===== src/rtl/vending_pkg.sv =====
// Shared encodings and default pricing for the vending machine service protocol
// and its customer-side driver.
package vending_pkg;

    localparam logic [1:0] SERVICE_OFF  = 2'd0;
    localparam logic [1:0] SERVICE_ON   = 2'd1;
    localparam logic [1:0] SERVICE_BUSY = 2'd2;

    localparam logic NTD_5 = 1'b0;
    localparam logic NTD_1 = 1'b1;

    localparam logic ITEM_NONE = 1'b0;
    localparam logic ITEM_A    = 1'b1;

    localparam logic [1:0] VALUE_NTD_5 = 2'd2;
    localparam logic [1:0] VALUE_NTD_1 = 2'd1;
    localparam logic [1:0] COST_A      = 2'd3;

    typedef enum logic [2:0] {
        IDLE     = 3'd0,
        WAIT_ON  = 3'd1,
        DRIVE    = 3'd2,
        WAIT_OFF = 3'd3,
        REPORT   = 3'd4
    } cust_state_e;

endpackage


===== src/rtl/vending_change_checker.sv =====
// Values the coins returned by the machine and compares them against what the
// customer should get back for the amount paid and the item delivered.
module vending_change_checker #(
    parameter logic [1:0] COST_A      = vending_pkg::COST_A,
    parameter logic [1:0] VALUE_NTD_5 = vending_pkg::VALUE_NTD_5,
    parameter logic [1:0] VALUE_NTD_1 = vending_pkg::VALUE_NTD_1
) (
    input  logic [2:0] i_paid,
    input  logic       i_coin5,
    input  logic       i_coin1,
    input  logic       i_item,
    output logic [2:0] o_change,
    output logic [2:0] o_expected,
    output logic       o_error
);
    import vending_pkg::*;

    logic [2:0] w_cost;
    logic       w_item_a;
    logic       w_short;

    assign w_cost   = {1'b0, COST_A};
    assign w_item_a = (i_item == ITEM_A);
    assign w_short  = (i_paid < w_cost);

    assign o_change = ({3{i_coin5}} & {1'b0, VALUE_NTD_5})
                    + ({3{i_coin1}} & {1'b0, VALUE_NTD_1});

    // Underpaying for a delivered item is flagged separately, so expected never wraps.
    assign o_expected = !w_item_a ? i_paid : (w_short ? 3'd0 : i_paid - w_cost);

    assign o_error = (o_change != o_expected) || (w_item_a && w_short);

endmodule


===== src/rtl/vending_customer.sv =====
// Customer-side driver/checker: runs one purchase per command against the
// vending machine, checks the returned change and keeps saturating counters.
module vending_customer #(
    parameter logic [1:0] COST_A      = vending_pkg::COST_A,
    parameter logic [1:0] VALUE_NTD_5 = vending_pkg::VALUE_NTD_5,
    parameter logic [1:0] VALUE_NTD_1 = vending_pkg::VALUE_NTD_1,
    parameter logic [3:0] TIMEOUT     = 4'd15
) (
    input  logic       clk,
    input  logic       reset,
    input  logic       cmdValid,
    output logic       cmdReady,
    input  logic       cmdNTD_5,
    input  logic       cmdNTD_1,
    input  logic       cmdItem,
    output logic       coinInNTD_5,
    output logic       coinInNTD_1,
    output logic       itemTypeIn,
    input  logic       coinOutNTD_5,
    input  logic       coinOutNTD_1,
    input  logic       itemTypeOut,
    input  logic [1:0] serviceTypeOut,
    output logic       doneValid,
    output logic       doneItem,
    output logic [1:0] doneChange,
    output logic       doneError,
    output logic       doneTimeout,
    output logic [3:0] purchaseCount,
    output logic [3:0] errorCount
);
    import vending_pkg::*;

    // IDLE accept cmd | WAIT_ON await ON | DRIVE coins one cycle | WAIT_OFF await OFF | REPORT strobe result
    cust_state_e r_state, w_state_nxt;

    logic       r_n5, r_n1, r_item;
    logic [3:0] r_tmo_cnt;
    logic       r_coin5, r_coin1, r_item_in;
    logic       r_done_item, r_done_error, r_done_timeout;
    logic [1:0] r_done_change;
    logic [3:0] r_purch_cnt, r_err_cnt;

    logic [2:0] w_paid, w_change, w_unused_expected;
    logic       w_chk_error, w_tmo_hit;
    logic       w_res_item, w_res_error, w_res_timeout;
    logic [1:0] w_res_change;

    assign w_paid = ({3{r_n5}} & {1'b0, VALUE_NTD_5}) + ({3{r_n1}} & {1'b0, VALUE_NTD_1});
    assign w_tmo_hit = ((r_tmo_cnt + 4'd1) == TIMEOUT);

    vending_change_checker #(
        .COST_A      (COST_A),
        .VALUE_NTD_5 (VALUE_NTD_5),
        .VALUE_NTD_1 (VALUE_NTD_1)
    ) u_checker (
        .i_paid     (w_paid),
        .i_coin5    (coinOutNTD_5),
        .i_coin1    (coinOutNTD_1),
        .i_item     (itemTypeOut),
        .o_change   (w_change),
        .o_expected (w_unused_expected),
        .o_error    (w_chk_error)
    );

    always_comb begin
        w_state_nxt   = r_state;
        w_res_item    = 1'b0;
        w_res_change  = 2'd0;
        w_res_error   = 1'b0;
        w_res_timeout = 1'b0;
        case (r_state)
            IDLE: begin
                if (cmdValid) w_state_nxt = (cmdItem == ITEM_NONE) ? REPORT : WAIT_ON;
            end
            WAIT_ON: begin
                if (w_tmo_hit) begin
                    w_state_nxt   = REPORT;
                    w_res_error   = 1'b1;
                    w_res_timeout = 1'b1;
                end else if (serviceTypeOut == SERVICE_ON) begin
                    w_state_nxt = DRIVE;
                end
            end
            DRIVE: w_state_nxt = WAIT_OFF;
            WAIT_OFF: begin
                // A completion seen on the last allowed cycle still counts.
                if (serviceTypeOut == SERVICE_OFF) begin
                    w_state_nxt  = REPORT;
                    w_res_item   = (itemTypeOut == ITEM_A);
                    w_res_change = w_change[2] ? 2'd3 : w_change[1:0];
                    w_res_error  = w_chk_error;
                end else if (w_tmo_hit) begin
                    w_state_nxt   = REPORT;
                    w_res_error   = 1'b1;
                    w_res_timeout = 1'b1;
                end
            end
            REPORT:  w_state_nxt = IDLE;
            default: w_state_nxt = IDLE;
        endcase
    end

    always_ff @(posedge clk or negedge reset) begin
        if (!reset) begin
            r_state        <= IDLE;
            r_n5           <= 1'b0;
            r_n1           <= 1'b0;
            r_item         <= 1'b0;
            r_tmo_cnt      <= 4'd0;
            r_coin5        <= 1'b0;
            r_coin1        <= 1'b0;
            r_item_in      <= 1'b0;
            r_done_item    <= 1'b0;
            r_done_change  <= 2'd0;
            r_done_error   <= 1'b0;
            r_done_timeout <= 1'b0;
            r_purch_cnt    <= 4'd0;
            r_err_cnt      <= 4'd0;
        end else begin
            r_state <= w_state_nxt;
            if (r_state == IDLE && cmdValid) begin
                r_n5      <= cmdNTD_5;
                r_n1      <= cmdNTD_1;
                r_item    <= cmdItem;
                r_tmo_cnt <= 4'd0;
            end else if (r_state == WAIT_ON || r_state == WAIT_OFF) begin
                r_tmo_cnt <= r_tmo_cnt + 4'd1;
            end
            r_coin5   <= (w_state_nxt == DRIVE) ? r_n5   : 1'b0;
            r_coin1   <= (w_state_nxt == DRIVE) ? r_n1   : 1'b0;
            r_item_in <= (w_state_nxt == DRIVE) ? r_item : 1'b0;
            if (w_state_nxt == REPORT) begin
                r_done_item    <= w_res_item;
                r_done_change  <= w_res_change;
                r_done_error   <= w_res_error;
                r_done_timeout <= w_res_timeout;
                if (w_res_item && !w_res_error && r_purch_cnt != 4'hF)
                    r_purch_cnt <= r_purch_cnt + 4'd1;
                if (w_res_error && r_err_cnt != 4'hF)
                    r_err_cnt <= r_err_cnt + 4'd1;
            end
        end
    end

    assign cmdReady      = (r_state == IDLE);
    assign doneValid     = (r_state == REPORT);
    assign coinInNTD_5   = r_coin5;
    assign coinInNTD_1   = r_coin1;
    assign itemTypeIn    = r_item_in;
    assign doneItem      = r_done_item;
    assign doneChange    = r_done_change;
    assign doneError     = r_done_error;
    assign doneTimeout   = r_done_timeout;
    assign purchaseCount = r_purch_cnt;
    assign errorCount    = r_err_cnt;

endmodule

===== config.mk =====
export PLATFORM = sky130hd
export DESIGN_NAME = vending_customer
export DESIGN_NICKNAME = d
export VERILOG_FILES = /design/src/rtl/vending_pkg.sv /design/src/rtl/vending_change_checker.sv /design/src/rtl/vending_customer.sv
export SDC_FILE = /design/constraint.sdc
export NUM_CORES = 1
export LEC_CHECK = 0
export BUFFER_PORTS_ARGS = -buffer_cell sky130_fd_sc_hd__buf_4
export CORE_MARGIN = 4
export CORE_UTILIZATION = 57
export CTS_CLUSTER_DIAMETER = 100
export CTS_CLUSTER_SIZE = 24
export DETAILED_ROUTE_END_ITERATION = 10
export MAX_ROUTING_LAYER = met4
export PLACE_DENSITY_LB_ADDON = 0.05
export RECOVER_POWER = 100
export SYNTH_ARGS = -nofsm -noshare
export SYNTH_HDL_FRONTEND = slang
export SYNTH_SLANG_ARGS = --single-unit

===== constraint.sdc =====
create_clock -name clk -period 5.6 [get_ports clk]
set_input_delay 1.68 -clock clk [delete_from_list [all_inputs] [get_ports clk]]
set_output_delay 1.68 -clock clk [all_outputs]
set_load 0.02 [all_outputs]

==> metrics.txt <==
status=finished clean; Mapped Cells=127; global-route wire length before repair=4802 um; Critical Path Fanout Max=6; yosys warns=0; total clock sinks=26; core area=2255 um2; Nets=174; Placer Congestion=0.7997; skew final=0.004229 ns; Final setup viols=0; pin count of the biggest net entering global routing=27; Buf+Inv Stages, Crit Path=1; Tcrit/Tclk final=0.5610; critical path cell sequence=buf_4 -> xnor2_1 -> nor3_2 -> o211ai_1 -> a32oi_1 -> a31oi_4 -> mux2_1; Power Density=473.6 nW/um2; design area=1526 um2; DRC=0; Critical Path Max Stage Delay=0.38 ns; Die Wd=57.05 um; hold crit path type=flip-flop to flip-flop; hold buffers post-CTS=0; vias in the first global route=1,050; WL/cell=14.97 um; crit end category=flip-flop; WL met2=1348 um; # H-tree levels=1; CTS tree=yes; Final Critical Period=3.142 ns; detailed-route via count=1,059; synthesized area=1371 um2; die area=3255 um2; Fill cells=198; layout cells sized above 1=0.1274; Max Cap Violations=0; placed instance area=1608 um2; Post-Synth Adder-Cell Area=0.04562; Clock transition at path regs=0.14 ns; final setup margin=2.458 ns; Synth Area in XOR/XNOR=0.03832; Top Layer Used=met4; Pins Over Slew Limit=0; worst vdd ir=0.2753 mV; RSZ-0062 raised after global routing=false; measured slew at the worst slew-check pin=1.409 ns; Inserted Diodes=0; pre-CTS setup slack=2.339 ns; Worst-Skew Late Latency=0.32 ns; Worst EP required=5.82 ns; Mapped Avg Cell Area=10.80 um2; Lkg Pwr=0.7106 nW; routed wire length=2769 um; PostCTS Resize Cnt=0; max frequency=0.3183 GHz; WL met1=1234 um; hpwl dp=2090 um; Slew headroom=0.06053; multiplexer area fraction after synthesis=0.05201; initial drt markers=22; Worst Setup Path Type=input port to flip-flop; DIE HEIGHT=57.05 um; initial antenna violation count=0; Synth Area in Simple Gates=0.1870; final number of hold-violating endpoints=0; Final Util=0.6770; port bufs=28; routed length on met3=169 um; critical path's top delay family=compound AO/OA/AOI/OAI gates; antenna-violating nets left=0; worst path arrival time=3.36 ns; Synth Register Bits=26; Fin Setup TNS=0 ns; syn_nets=143; drt first pass iters=4; setup repair bufs after CTS=0; remaining global-route overflow=0; number of I/O pins=29; crit path max-delay cell type=o211ai_1; library cells used by synthesis=42; CTS Buf Count=3; effective utilization at floorplan=0.6082; Seq/Total Area, Yosys=0.4745; area grow syn2layout=11.31%; type of origin of the critical path=input port; vias per std cell=5.724; GR Util All Layers=0.1888; num rows=17; largest family of logic cells by synthesized area=simple AND/OR/NAND/NOR gates; post-synthesis compound-gate area fraction=0.1715; Root Buffer=clkbuf_4; clk buf depth=2
## tightest hold or removal path: cells and delay by family, from the launching register on
| kind | cells | cell delay, ns |
|---|---|---|
| flops | 1 | 0.37 |
| simple gates | 2 | 0.10 |
## kinds of logic after synthesis
family / after synthesis
compound gates: 25
xor+xnor: 6
fa+ha+maj: 5
buf+inv: 11
flops: 26
mux: 6
simple gates: 48
## layout make-up
cell class	instances	area, um2	area share
Inverter	9	33.78	0.02213
Multi-Input combinational cell	90	639.4	0.4189
Sequential cell	26	650.6	0.4262
Tap cell	28	35.03	0.02295
Clock buffer	4	36.28	0.02377
Timing Repair Buffer	28	131.4	0.08607
## flip-flops by register name (all words and copies together), names as in the netlist
| name | flops |
|---|---|
| errorCount | 4 |
| purchaseCount | 4 |
| r_tmo_cnt | 4 |
| r_state | 3 |
| doneChange | 2 |
| coinInNTD_1 | 1 |
| coinInNTD_5 | 1 |
| doneError | 1 |
| doneItem | 1 |
| doneTimeout | 1 |
| itemTypeIn | 1 |
| r_item | 1 |
| r_n1 | 1 |
| r_n5 | 1 |
## cells in the final DEF (no fill, tap or decap), drive strengths merged, types with 3 or more instances in the layout
master / n
ha: 5
a21oi: 4
nand2: 12
buf: 7
dfrtp: 26
nand3: 9
clkbuf: 25
xor2: 4
nor2: 10
nor2b: 3
nand2b: 3
mux2: 6
o21ai: 4
nor3: 5
inv: 9
## per-layer routing
metal  GRT usage  up-vias
li1            -      517
met1      0.2540      506
met2      0.3018       34
met3     0.02941        2
met4     0.04305        0
met5           -        -
## stage by stage
step                      instances  total power [mW]  hold WS (ns)
after floorplan                 127            0.5578        0.4634
after global placement          181            0.6589        0.4610
after detailed placement        181            0.6773        0.4698
after CTS                       185            0.7712        0.5032
after global routing            185            0.7814        0.5254
final                           185            0.7230        0.4983
## worst paths after layout
| check | from | endpoint | slack (ns) | cells past startpoint |
|---|---|---|---|---|
| setup / recovery | coinOutNTD_1 | errorCount[1]$_DFFE_PN0P_ | 2.46 | 7 |
| max in group asynchronous | reset | doneTimeout$_DFFE_PN0N_ | 3.12 | 1 |
| hold / removal | doneError$_DFFE_PN0N_ | doneError$_DFFE_PN0N_ | 0.50 | 2 |
| hold reg to reg | doneError$_DFFE_PN0N_ | doneError$_DFFE_PN0N_ | 0.50 | 2 |
| min in group asynchronous | reset | doneChange[1]$_DFFE_PN0N_ | 1.66 | 1 |
| setup reg to reg | r_n1$_DFFE_PN0P_ | errorCount[1]$_DFFE_PN0P_ | 3.22 | 7 |
## synth_stat cells (all sizes together)
| cell type | number | area (um2) |
|---|---|---|
| dfrtp | 26 | 650.6 |
| nand2 | 12 | 45.04 |
| nor2 | 10 | 37.54 |
| inv | 9 | 33.78 |
| nand3 | 9 | 45.04 |
| mux2 | 6 | 71.31 |
| ha | 5 | 62.56 |
| nor3 | 5 | 30.03 |
| a21oi | 4 | 20.02 |
| o21ai | 4 | 20.02 |
| xor2 | 4 | 35.03 |
| nand2b | 3 | 18.77 |
| nor2b | 3 | 18.77 |
| a211oi | 2 | 20.02 |
| a22o | 2 | 17.52 |
| clkbuf | 2 | 8.750 |
| nor4 | 2 | 27.53 |
| xnor2 | 2 | 17.52 |
| a211o | 1 | 8.760 |
| a21o | 1 | 7.510 |
| a22oi | 1 | 7.510 |
| a2bb2oi | 1 | 8.760 |
| a311o | 1 | 10.01 |
| a311oi | 1 | 15.01 |
| a31oi | 1 | 21.27 |
| a32o | 1 | 10.01 |
| a32oi | 1 | 27.53 |
| and3b | 1 | 8.760 |
| and4b | 1 | 10.01 |
| nand3b | 1 | 7.510 |
| nor3b | 1 | 7.510 |
| o211ai | 1 | 12.51 |
| o21a | 1 | 7.510 |
| o21ba | 1 | 10.01 |
| o41a | 1 | 11.26 |
## where the power goes
group          leakage (nW)  switching (mW)  internal [mW]  total, mW
Clock                0.0210          0.0551         0.0397     0.0949
Combinational         0.353           0.188          0.117      0.305
Sequential            0.336          0.0713          0.252      0.323
Power figures use the tool's default switching activity.
